### config.mk
export PLATFORM = sky130hd
export DESIGN_NAME = led_pattern_ctrl
export DESIGN_NICKNAME = d
export VERILOG_FILES = /design/src/rtl/led_pattern_ctrl.sv
export SDC_FILE = /design/constraint.sdc
export NUM_CORES = 1
export LEC_CHECK = 0
export BUFFER_PORTS_ARGS = -buffer_cell sky130_fd_sc_hd__buf_2
export CAP_MARGIN = 20
export CORE_ASPECT_RATIO = 0.9
export CORE_MARGIN = 2
export CORE_UTILIZATION = 63
export DETAILED_ROUTE_END_ITERATION = 7
export GPL_TIMING_DRIVEN = 0
export PLACE_DENSITY = 0.8
export REMOVE_ABC_BUFFERS = 1
export SYNTH_ARGS = -nofsm -noshare
export SYNTH_HDL_FRONTEND = slang
export SYNTH_SLANG_ARGS = --single-unit
### constraint.sdc
create_clock -name clk_i -period 4.9 [get_ports clk_i]
set_input_delay 0.245 -clock clk_i [delete_from_list [all_inputs] [get_ports clk_i]]
set_output_delay 0.245 -clock clk_i [all_outputs]
set_load 0.02 [all_outputs]
### src/rtl/led_pattern_ctrl.sv
// led_pattern_ctrl: multi-channel LED pattern generator (OFF / ON / BLINK / PWM).
// Writes arrive one channel per valid/ready transfer; the accept edge is followed
// by a commit cycle that loads the channel, so ready drops for one cycle per write.
// Optional build macro LED_BREATHE_EN: PWM mode ramps its effective duty up and
// down between 0 and the programmed duty, one step per PWM counter wrap.
module led_pattern_ctrl #(
  parameter int N_LED = 4,
  parameter int CNT_W = 27,
  parameter int PWM_W = 8,
  parameter int CH_W  = (N_LED > 1) ? $clog2(N_LED) : 1
) (
  input  logic             clk_i,
  input  logic             rst_i,
  input  logic             cfg_valid_i,
  output logic             cfg_ready_o,
  input  logic [CH_W-1:0]  cfg_ch_i,
  input  logic [1:0]       cfg_mode_i,
  input  logic [CNT_W-1:0] cfg_period_i,
  input  logic [PWM_W-1:0] cfg_duty_i,
  output logic             cfg_err_o,
  output logic [N_LED-1:0] pio_led_o
);

  localparam logic [1:0] MODE_OFF   = 2'd0;
  localparam logic [1:0] MODE_ON    = 2'd1;
  localparam logic [1:0] MODE_BLINK = 2'd2;
  localparam logic [1:0] MODE_PWM   = 2'd3;

  localparam logic [CH_W:0] N_LED_C = (CH_W+1)'(N_LED);

  // handshake / pending write
  logic             ready_q, ready_d;
  logic             commit_q, commit_d;
  logic             err_q, err_d;
  logic [CH_W-1:0]  wr_ch_q, wr_ch_d;
  logic [1:0]       wr_mode_q, wr_mode_d;
  logic [CNT_W-1:0] wr_period_q, wr_period_d;
  logic [PWM_W-1:0] wr_duty_q, wr_duty_d;

  // per-channel state
  logic [1:0]       mode_q   [N_LED];
  logic [1:0]       mode_d   [N_LED];
  logic [CNT_W-1:0] period_q [N_LED];
  logic [CNT_W-1:0] period_d [N_LED];
  logic [PWM_W-1:0] duty_q   [N_LED];
  logic [PWM_W-1:0] duty_d   [N_LED];
  logic [CNT_W-1:0] bcnt_q   [N_LED];
  logic [CNT_W-1:0] bcnt_d   [N_LED];
  logic [N_LED-1:0] phase_q, phase_d;
  logic [N_LED-1:0] pio_q, pio_d;
  logic [PWM_W-1:0] pwm_cnt_q, pwm_cnt_d;

`ifdef LED_BREATHE_EN
  logic [PWM_W-1:0] ramp_q [N_LED];
  logic [PWM_W-1:0] ramp_d [N_LED];
  logic [N_LED-1:0] down_q, down_d;
`endif

  logic accept;
  logic pwm_wrap;

  assign accept      = cfg_valid_i && ready_q;
  assign pwm_wrap    = &pwm_cnt_q;
  assign cfg_ready_o = ready_q;
  assign cfg_err_o   = err_q;
  assign pio_led_o   = pio_q;

  // Terminal count of the blink half-period; period 0 acts as period 1.
  function automatic logic blink_tc(input logic [CNT_W-1:0] cnt, input logic [CNT_W-1:0] per);
    logic [CNT_W-1:0] lim_m1;
    lim_m1 = (per == '0) ? '0 : per - 1'b1;
    return cnt == lim_m1;
  endfunction

  // Handshake: ready drops for the commit cycle after every accepted write.
  always_comb begin
    ready_d     = !accept;
    commit_d    = accept && ({1'b0, cfg_ch_i} < N_LED_C);
    err_d       = accept && !({1'b0, cfg_ch_i} < N_LED_C);
    wr_ch_d     = accept ? cfg_ch_i     : wr_ch_q;
    wr_mode_d   = accept ? cfg_mode_i   : wr_mode_q;
    wr_period_d = accept ? cfg_period_i : wr_period_q;
    wr_duty_d   = accept ? cfg_duty_i   : wr_duty_q;
  end

  // Per-channel next state: commit load, blink counting, output pattern.
  always_comb begin
    mode_d    = mode_q;
    period_d  = period_q;
    duty_d    = duty_q;
    bcnt_d    = bcnt_q;
    phase_d   = phase_q;
    pio_d     = '0;
    pwm_cnt_d = pwm_cnt_q + 1'b1;
`ifdef LED_BREATHE_EN
    ramp_d    = ramp_q;
    down_d    = down_q;
`endif
    for (int i = 0; i < N_LED; i++) begin
      logic [PWM_W-1:0] eff_duty;
`ifdef LED_BREATHE_EN
      eff_duty = ramp_q[i];
`else
      eff_duty = duty_q[i];
`endif
      case (mode_q[i])
        MODE_ON:    pio_d[i] = 1'b1;
        MODE_BLINK: pio_d[i] = phase_q[i];
        MODE_PWM:   pio_d[i] = pwm_cnt_q < eff_duty;
        default:    pio_d[i] = 1'b0;
      endcase

      if (commit_q && (wr_ch_q == CH_W'(i))) begin
        mode_d[i]   = wr_mode_q;
        period_d[i] = wr_period_q;
        duty_d[i]   = wr_duty_q;
        bcnt_d[i]   = '0;
        phase_d[i]  = 1'b1;
`ifdef LED_BREATHE_EN
        ramp_d[i]   = '0;
        down_d[i]   = 1'b0;
`endif
      end else begin
        if (mode_q[i] == MODE_BLINK) begin
          if (blink_tc(bcnt_q[i], period_q[i])) begin
            bcnt_d[i]  = '0;
            phase_d[i] = !phase_q[i];
          end else begin
            bcnt_d[i]  = bcnt_q[i] + 1'b1;
          end
        end else begin
          bcnt_d[i] = '0;
        end
`ifdef LED_BREATHE_EN
        // Triangle ramp 0..duty..0, one step per PWM period.
        if (mode_q[i] == MODE_PWM && pwm_wrap && duty_q[i] != '0) begin
          if (!down_q[i]) begin
            if (ramp_q[i] < duty_q[i]) begin
              ramp_d[i] = ramp_q[i] + 1'b1;
            end else begin
              ramp_d[i] = ramp_q[i] - 1'b1;
              down_d[i] = 1'b1;
            end
          end else if (ramp_q[i] != '0) begin
            ramp_d[i] = ramp_q[i] - 1'b1;
          end else begin
            ramp_d[i] = ramp_q[i] + 1'b1;
            down_d[i] = 1'b0;
          end
        end
`endif
      end
    end
  end

  // State registers with synchronous reset.
  always_ff @(posedge clk_i) begin
    if (rst_i) begin
      ready_q     <= 1'b0;
      commit_q    <= 1'b0;
      err_q       <= 1'b0;
      wr_ch_q     <= '0;
      wr_mode_q   <= MODE_OFF;
      wr_period_q <= '0;
      wr_duty_q   <= '0;
      phase_q     <= '1;
      pio_q       <= '0;
      pwm_cnt_q   <= '0;
      for (int i = 0; i < N_LED; i++) begin
        mode_q[i]   <= MODE_OFF;
        period_q[i] <= '0;
        duty_q[i]   <= '0;
        bcnt_q[i]   <= '0;
`ifdef LED_BREATHE_EN
        ramp_q[i]   <= '0;
`endif
      end
`ifdef LED_BREATHE_EN
      down_q      <= '0;
`endif
    end else begin
      ready_q     <= ready_d;
      commit_q    <= commit_d;
      err_q       <= err_d;
      wr_ch_q     <= wr_ch_d;
      wr_mode_q   <= wr_mode_d;
      wr_period_q <= wr_period_d;
      wr_duty_q   <= wr_duty_d;
      phase_q     <= phase_d;
      pio_q       <= pio_d;
      pwm_cnt_q   <= pwm_cnt_d;
      mode_q      <= mode_d;
      period_q    <= period_d;
      duty_q      <= duty_d;
      bcnt_q      <= bcnt_d;
`ifdef LED_BREATHE_EN
      ramp_q      <= ramp_d;
      down_q      <= down_d;
`endif
    end
  end

endmodule
==> metrics.txt, run 1 <==
final count of negative-setup-slack endpoints 0; DP Worst Slack 0.0185 ns; vias in the first global route 15,400; setup_tns 0 ns; gpl congestion 0.930; placed cell areas 18,000 µm²; post-detail-place hpwl 34,400 µm; DRT antenna net count 0; Synth Register Bits 313; Placed Instances 2,549; run status finished clean; root buffer cell clkbuf_16; hold worst-path end wr_period_q[21]$_SDFFE_PP0P_; worst hold stages 2; ant diodes 0; setup bufs post-CTS 0; asr flop ratio synth 0%; Pre-Repair DR Iteration Count 6; largest net degree at the start of global routing 135; die width 181 µm; mapped cell area 17,700 µm²; total power 5.67 mW; RSZ-0062 raised after global routing false; final hold vios 0; I/O pins 48; Worst Hold Class in -> reg; sequential area share after synthesis 35.3%; clock buffer depth 3; Vias/cell 6.34; CTS tree built; PwrDens 290 nW/µm²; clock skew 0.0185 ns; Area contributors post-synth dfxtp_1 (35%), nand2_1 (8.3%), a21oi_1 (5.4%); clk sinks 313; post-synthesis cell count 2,287; initial antenna violation count 0; final worst-path setup slack 0.328 ns; die area 29,500 µm²; final non-filler cell total 2,650; Clk pin slew, worst setup/hold paths 0.06 ns; critical path arrival 4.95 ns; total grt overflow 0; Site Rows 58; Crit Path Class reg -> reg; clock latency at the later pin of the worst-skew pair 0.52 ns; Setup crit end kind flip-flop; filler cell count 2,250; H-tree depth 2; port buffer count 46; syn avg cell area 7.75 µm²; fin nets 2,343; Static Leak 7.19 nW; worst hold slack 0.0324 ns; Synth warnings 0; Num CTS Buffers 34; cell area after layout 19,600 µm²; minimum clock period 4.57 ns; Most used DFF post-synth dfxtp_1; worst reg2reg endpoint bcnt_q[105]$_SDFF_PP0_; final worst path period share 93.3%; fmax 0.219 GHz; Worst Setup Start Kind flip-flop; Die Y-Extent 163 µm; Post-synth EDFFs 0; via count 16,800; WL/cell 18.6 µm; Area Growth Syn to Fin 10.4%; Global Route Usage Sum 32.3%; peak fanout along the critical path 27; Crit path required time 5.28 ns; area leader, netlist dfxtp_1; first-pass GRT wire length 78,100 µm; DRC viols 0; worst slew pin tran 0.947 ns; worst-case reg-to-reg path depth 8; Cell variety after synth 86; top cell type's share of synthesized area 35.3%; initial cell density of the core 63.8%; final wirelength 49,200 µm; MaxCap Viol Count 0; final core utilization 70.4%; peak supply drop 293 µV; core area 27,800 µm²; slew margin rel. 36.3%; hold path startpoint cfg_period_i[21]; Pins Over Slew Limit 0; FF-to-FF Start period_q[89]$_SDFFE_PP0P_; initial DRC count 1,453; share of cells above drive strength 1 7.38%; Reg2Reg Setup Slack 0.33 ns
critical path: stages (launching register included):
cell	delay, ns
dfxtp_1	0.45
or4_4	0.65
or4_4	0.57
or4_4	0.62
o311a_1	0.32
or4_1	0.53
or4_4	0.56
o21ai_4	0.58
nor2_1	0.12
placed cells by master (no fill, tap or decap), types with 8 or more instances in the layout:
cell             n
nand2_1        391
dfxtp_1        313
a21oi_1        191
nor2_1         169
nor3_1         122
xnor2_1        104
xor2_1          94
inv_1           67
nand3_1         63
nor4_1          52
buf_2           45
a22o_1          43
o21ai_0         39
dlygate4sd3_1   38
ha_1            37
clkbuf_16       37
nand4_1         34
or4_1           33
and3_1          29
or3_1           23
nand2b_1        23
or2_2           17
and4_1          15
a21o_1          15
a211oi_1        13
nor2b_1         12
nor4b_1         11
nor3b_1         10
o31ai_1         10
mux2i_1          9
o31a_1           9
o2111ai_1        8
a2111oi_0        8
clkinv_2         8
routing by layer:
metal	wire, µm	track usage [%]	share of wire (%)	vias to the layer above
li1	-	-	-	8037
met1	21100	41.9	43	8030
met2	23000	55.0	47	623
met3	3520	4.93	7.2	120
met4	1580	11.1	3.2	0
met5	0	0	0	-
Yosys cell counts, drive strengths merged (12+ instances only):
cell type,n
nand2,391
o21ai,40
xor2,94
dfxtp,313
nand4,34
clkbuf,130
or3,24
a22o,43
nor3,122
ha,37
nand3,64
nand2b,23
or2,17
or4,39
buf,24
nor2,173
nor2b,12
and3,31
inv,67
xnor2,104
a21o,15
nor4,54
and4,16
a211oi,13
a21oi,192
where the power goes:
group / leakage, nW / internal [mW] / total [mW] / switching, mW
sequential: 2.53 / 2.57 / 2.62 / 0.0495
clock: 0.580 / 1.62 / 2.67 / 1.05
combinational: 4.09 / 0.159 / 0.382 / 0.223
total: 7.19 / 4.35 / 5.67 / 1.32
worst max path at each step:
stage	startpoint	to	slack [ns]	cells after the start
CTS	period_q[89]$_SDFFE_PP0P_	bcnt_q[105]$_SDFF_PP0_	0.01	8
global placement	rst_i	wr_period_q[13]$_SDFFE_PP0P_	-0.37	3
floorplan	period_q[89]$_SDFFE_PP0P_	bcnt_q[100]$_SDFF_PP0_	0.68	8
global route	period_q[56]$_SDFFE_PP0P_	bcnt_q[80]$_SDFF_PP0_	0.16	9
finish	period_q[89]$_SDFFE_PP0P_	bcnt_q[105]$_SDFF_PP0_	0.33	8
detailed placement	period_q[89]$_SDFFE_PP0P_	bcnt_q[105]$_SDFF_PP0_	0.02	8
cell type report:
type | count | area, µm² | area share [%]
Timing Repair Buffer | 95 | 774 | 3.96
Clock buffer | 49 | 1030 | 5.27
Multi-Input combinational cell | 1753 | 10700 | 54.4
Clock inverter | 13 | 145 | 0.741
Inverter | 67 | 251 | 1.28
Sequential cell | 313 | 6270 | 32.0
Tap cell | 360 | 450 | 2.30
repair_timing:
action | CTS | global route
endpoints found under the hold margin | 38 | 0
hold buffers | 38 | 0
resized for setup | 0 | 3
setup endpoints to repair | 0 | 53
registers in the layout (all words and copies together), names as in the netlist:
name	cells
bcnt_q	108
period_q	108
duty_q	32
wr_period_q	27
mode_q	8
pwm_cnt_q	8
wr_duty_q	8
phase_q	4
pio_led_o	4
wr_ch_q	2
wr_mode_q	2
cfg_ready_o	1
commit_q	1
kinds of logic (layout without fill, tap and decap cells):
logic type               after synthesis  after routing  share of synthesized area (%)
adder cells (fa/ha/maj)               38             38                           2.67
other                                  1              1                         0.0211
buffers and inverters                221            224                           4.92
AO/OA/AOI/OAI                        441            441                           16.5
flip-flops                           313            313                           35.3
XOR/XNOR                             204            204                           10.6
multiplexers                          11             11                          0.635
AND/OR/NAND/NOR                     1058           1058                           29.4
No activity file was read; power rests on OpenSTA's default activity.
==> inputs of run 2 (changes only) <==
PLACE_DENSITY = 0.9   (was 0.8)
==> run 2 against run 1 <==
  * Via count grew 1.2%
  * First-iteration DRC count is 18% higher
  * Clock skew hardly changed
  * Hold slack better by 0.063 ns
  * Sequential cell count unchanged
  * Utilization is essentially flat
  * Routed wire length grew 1.4%
  * Combinational power is 1% higher
  * Highest routed layer unchanged
==> metrics.txt, run 2 (synthesized netlist as in run 1, its figures left out) <==
run status finished clean; DRT antenna net count 0; initial antenna violation count 1; Static Leak 7.19 nW; final worst-path setup slack 0.277 ns; Global Route Usage Sum 32.8%; final worst path period share 94.3%; setup_tns 0 ns; final core utilization 70.4%; Pins Over Slew Limit 0; peak supply drop 307 µV; Crit Path Class reg -> reg; port buffer count 46; worst reg2reg endpoint bcnt_q[84]$_SDFF_PP0_; peak fanout along the critical path 27; WL/cell 18.9 µm; final wirelength 49,900 µm; Num CTS Buffers 31; via count 17,000; final count of negative-setup-slack endpoints 0; fin nets 2,343; Die Y-Extent 163 µm; Regs by FF count bcnt_q (108), period_q (108), duty_q (32); first-pass GRT wire length 80,200 µm; RSZ-0062 raised after global routing false; critical path arrival 5.05 ns; clock skew 0.0185 ns; commonest non-fill, non-tap cell in the layout nand2_1; H-tree depth 1; Area Growth Syn to Fin 10.3%; die width 181 µm; I/O pins 48; PwrDens 287 nW/µm²; Worst Hold Class in -> reg; Clk pin slew, worst setup/hold paths 0.06 ns; die area 29,500 µm²; vias in the first global route 15,900; share of cells above drive strength 1 7.21%; worst hold stages 2; worst hold slack 0.0958 ns; final hold vios 0; worst slew pin tran 1.09 ns; ant diodes 0; total grt overflow 0; setup bufs post-CTS 0; gpl congestion 0.977; post-detail-place hpwl 34,600 µm; FF-to-FF Start period_q[89]$_SDFFE_PP0P_; largest net degree at the start of global routing 111; total power 5.61 mW; Setup crit end kind flip-flop; worst-case reg-to-reg path depth 8; initial DRC count 1,718; root buffer cell clkbuf_16; Vias/cell 6.42; clock latency at the later pin of the worst-skew pair 0.58 ns; Pre-Repair DR Iteration Count 5; DP Worst Slack -0.00329 ns; initial cell density of the core 63.8%; Site Rows 58; clk sinks 313; fmax 0.216 GHz; clock buffer depth 3; CTS tree built; DRC viols 0; Worst Setup Start Kind flip-flop; core area 27,800 µm²; hold path startpoint rst_i; minimum clock period 4.62 ns; Reg2Reg Setup Slack 0.28 ns; Crit path required time 5.33 ns; most frequent cells in the layout nand2_1 (391), dfxtp_1 (313), a21oi_1 (191), nor2_1 (169), nor3_1 (122); hold worst-path end pwm_cnt_q[6]$_SDFF_PP0_; slew margin rel. 27.3%; MaxCap Viol Count 0
run 2: changes by cell type in the layout (fill, tap and decap cells not counted), moves of 2 or more:
cell and change:
clkinvlp_4 -2, buf_16 +2, dlygate4sd3_1 +2, buf_2 +2, bufinv_16 +3, inv_6 +2, clkbuf_16 -6
run 2: report_power, final:
part | internal [mW] | total (mW) | switching, mW
Sequential | 2.57 | 2.61 | 0.0482
Combinational | 0.160 | 0.386 | 0.226
Clock | 1.57 | 2.61 | 1.04
run 2: critical path: stages, from the launching register on:
cell     delay [ns]
dfxtp_1        0.45
or4_4          0.65
or4_4          0.58
or4_4          0.63
o311a_1        0.34
or4_1          0.54
or4_4          0.56
o21ai_4        0.59
nor2_1         0.12
run 2: cell type report:
type,count,area [µm²]
Sequential cell,313,6270
Timing Repair Buffer,98,822
Multi-Input combinational cell,1753,10700
Fill cell,2118,8230
Inverter,67,251
Tap cell,360,450
Clock inverter,16,244
Clock buffer,42,877
run 2: per-stage QoR:
stage | cells | instance area [µm²]
2_1_floorplan | 2133 | 17100
3_3_place_gp | 2539 | 17800
3_5_place_dp | 2550 | 18000
4_1_cts | 2648 | 19500
5_1_grt | 2649 | 19600
6_report | 2649 | 19600
run 2: worst max path at each step:
stage | to | cells past startpoint | slack, ns | start
after floorplan | bcnt_q[100]$_SDFF_PP0_ | 8 | 0.68 | period_q[89]$_SDFFE_PP0P_
after global placement | bcnt_q[4]$_SDFF_PP0_ | 9 | -0.20 | period_q[4]$_SDFFE_PP0P_
after detailed placement | bcnt_q[106]$_SDFF_PP0_ | 8 | -0.003 | period_q[89]$_SDFFE_PP0P_
after CTS | bcnt_q[106]$_SDFF_PP0_ | 8 | 0.30 | period_q[89]$_SDFFE_PP0P_
after global routing | bcnt_q[58]$_SDFF_PP0_ | 9 | 0.05 | period_q[56]$_SDFFE_PP0P_
final | bcnt_q[84]$_SDFF_PP0_ | 8 | 0.28 | period_q[89]$_SDFFE_PP0P_
run 2: routing by layer:
metal / routed length [µm] / track usage [%]
met3: 4280 / 5.04
met1: 20600 / 42.3
met2: 23400 / 55.8
met4: 1680 / 11.7
met5: 0 / 0
run 2: repair_timing:
action                     in CTS  in global routing
cloned                          0                  0
gates resized for setup         1                  2
hold buffers                   40                  0
hold endpoints to repair       40                  0
setup endpoints to repair       3                 52
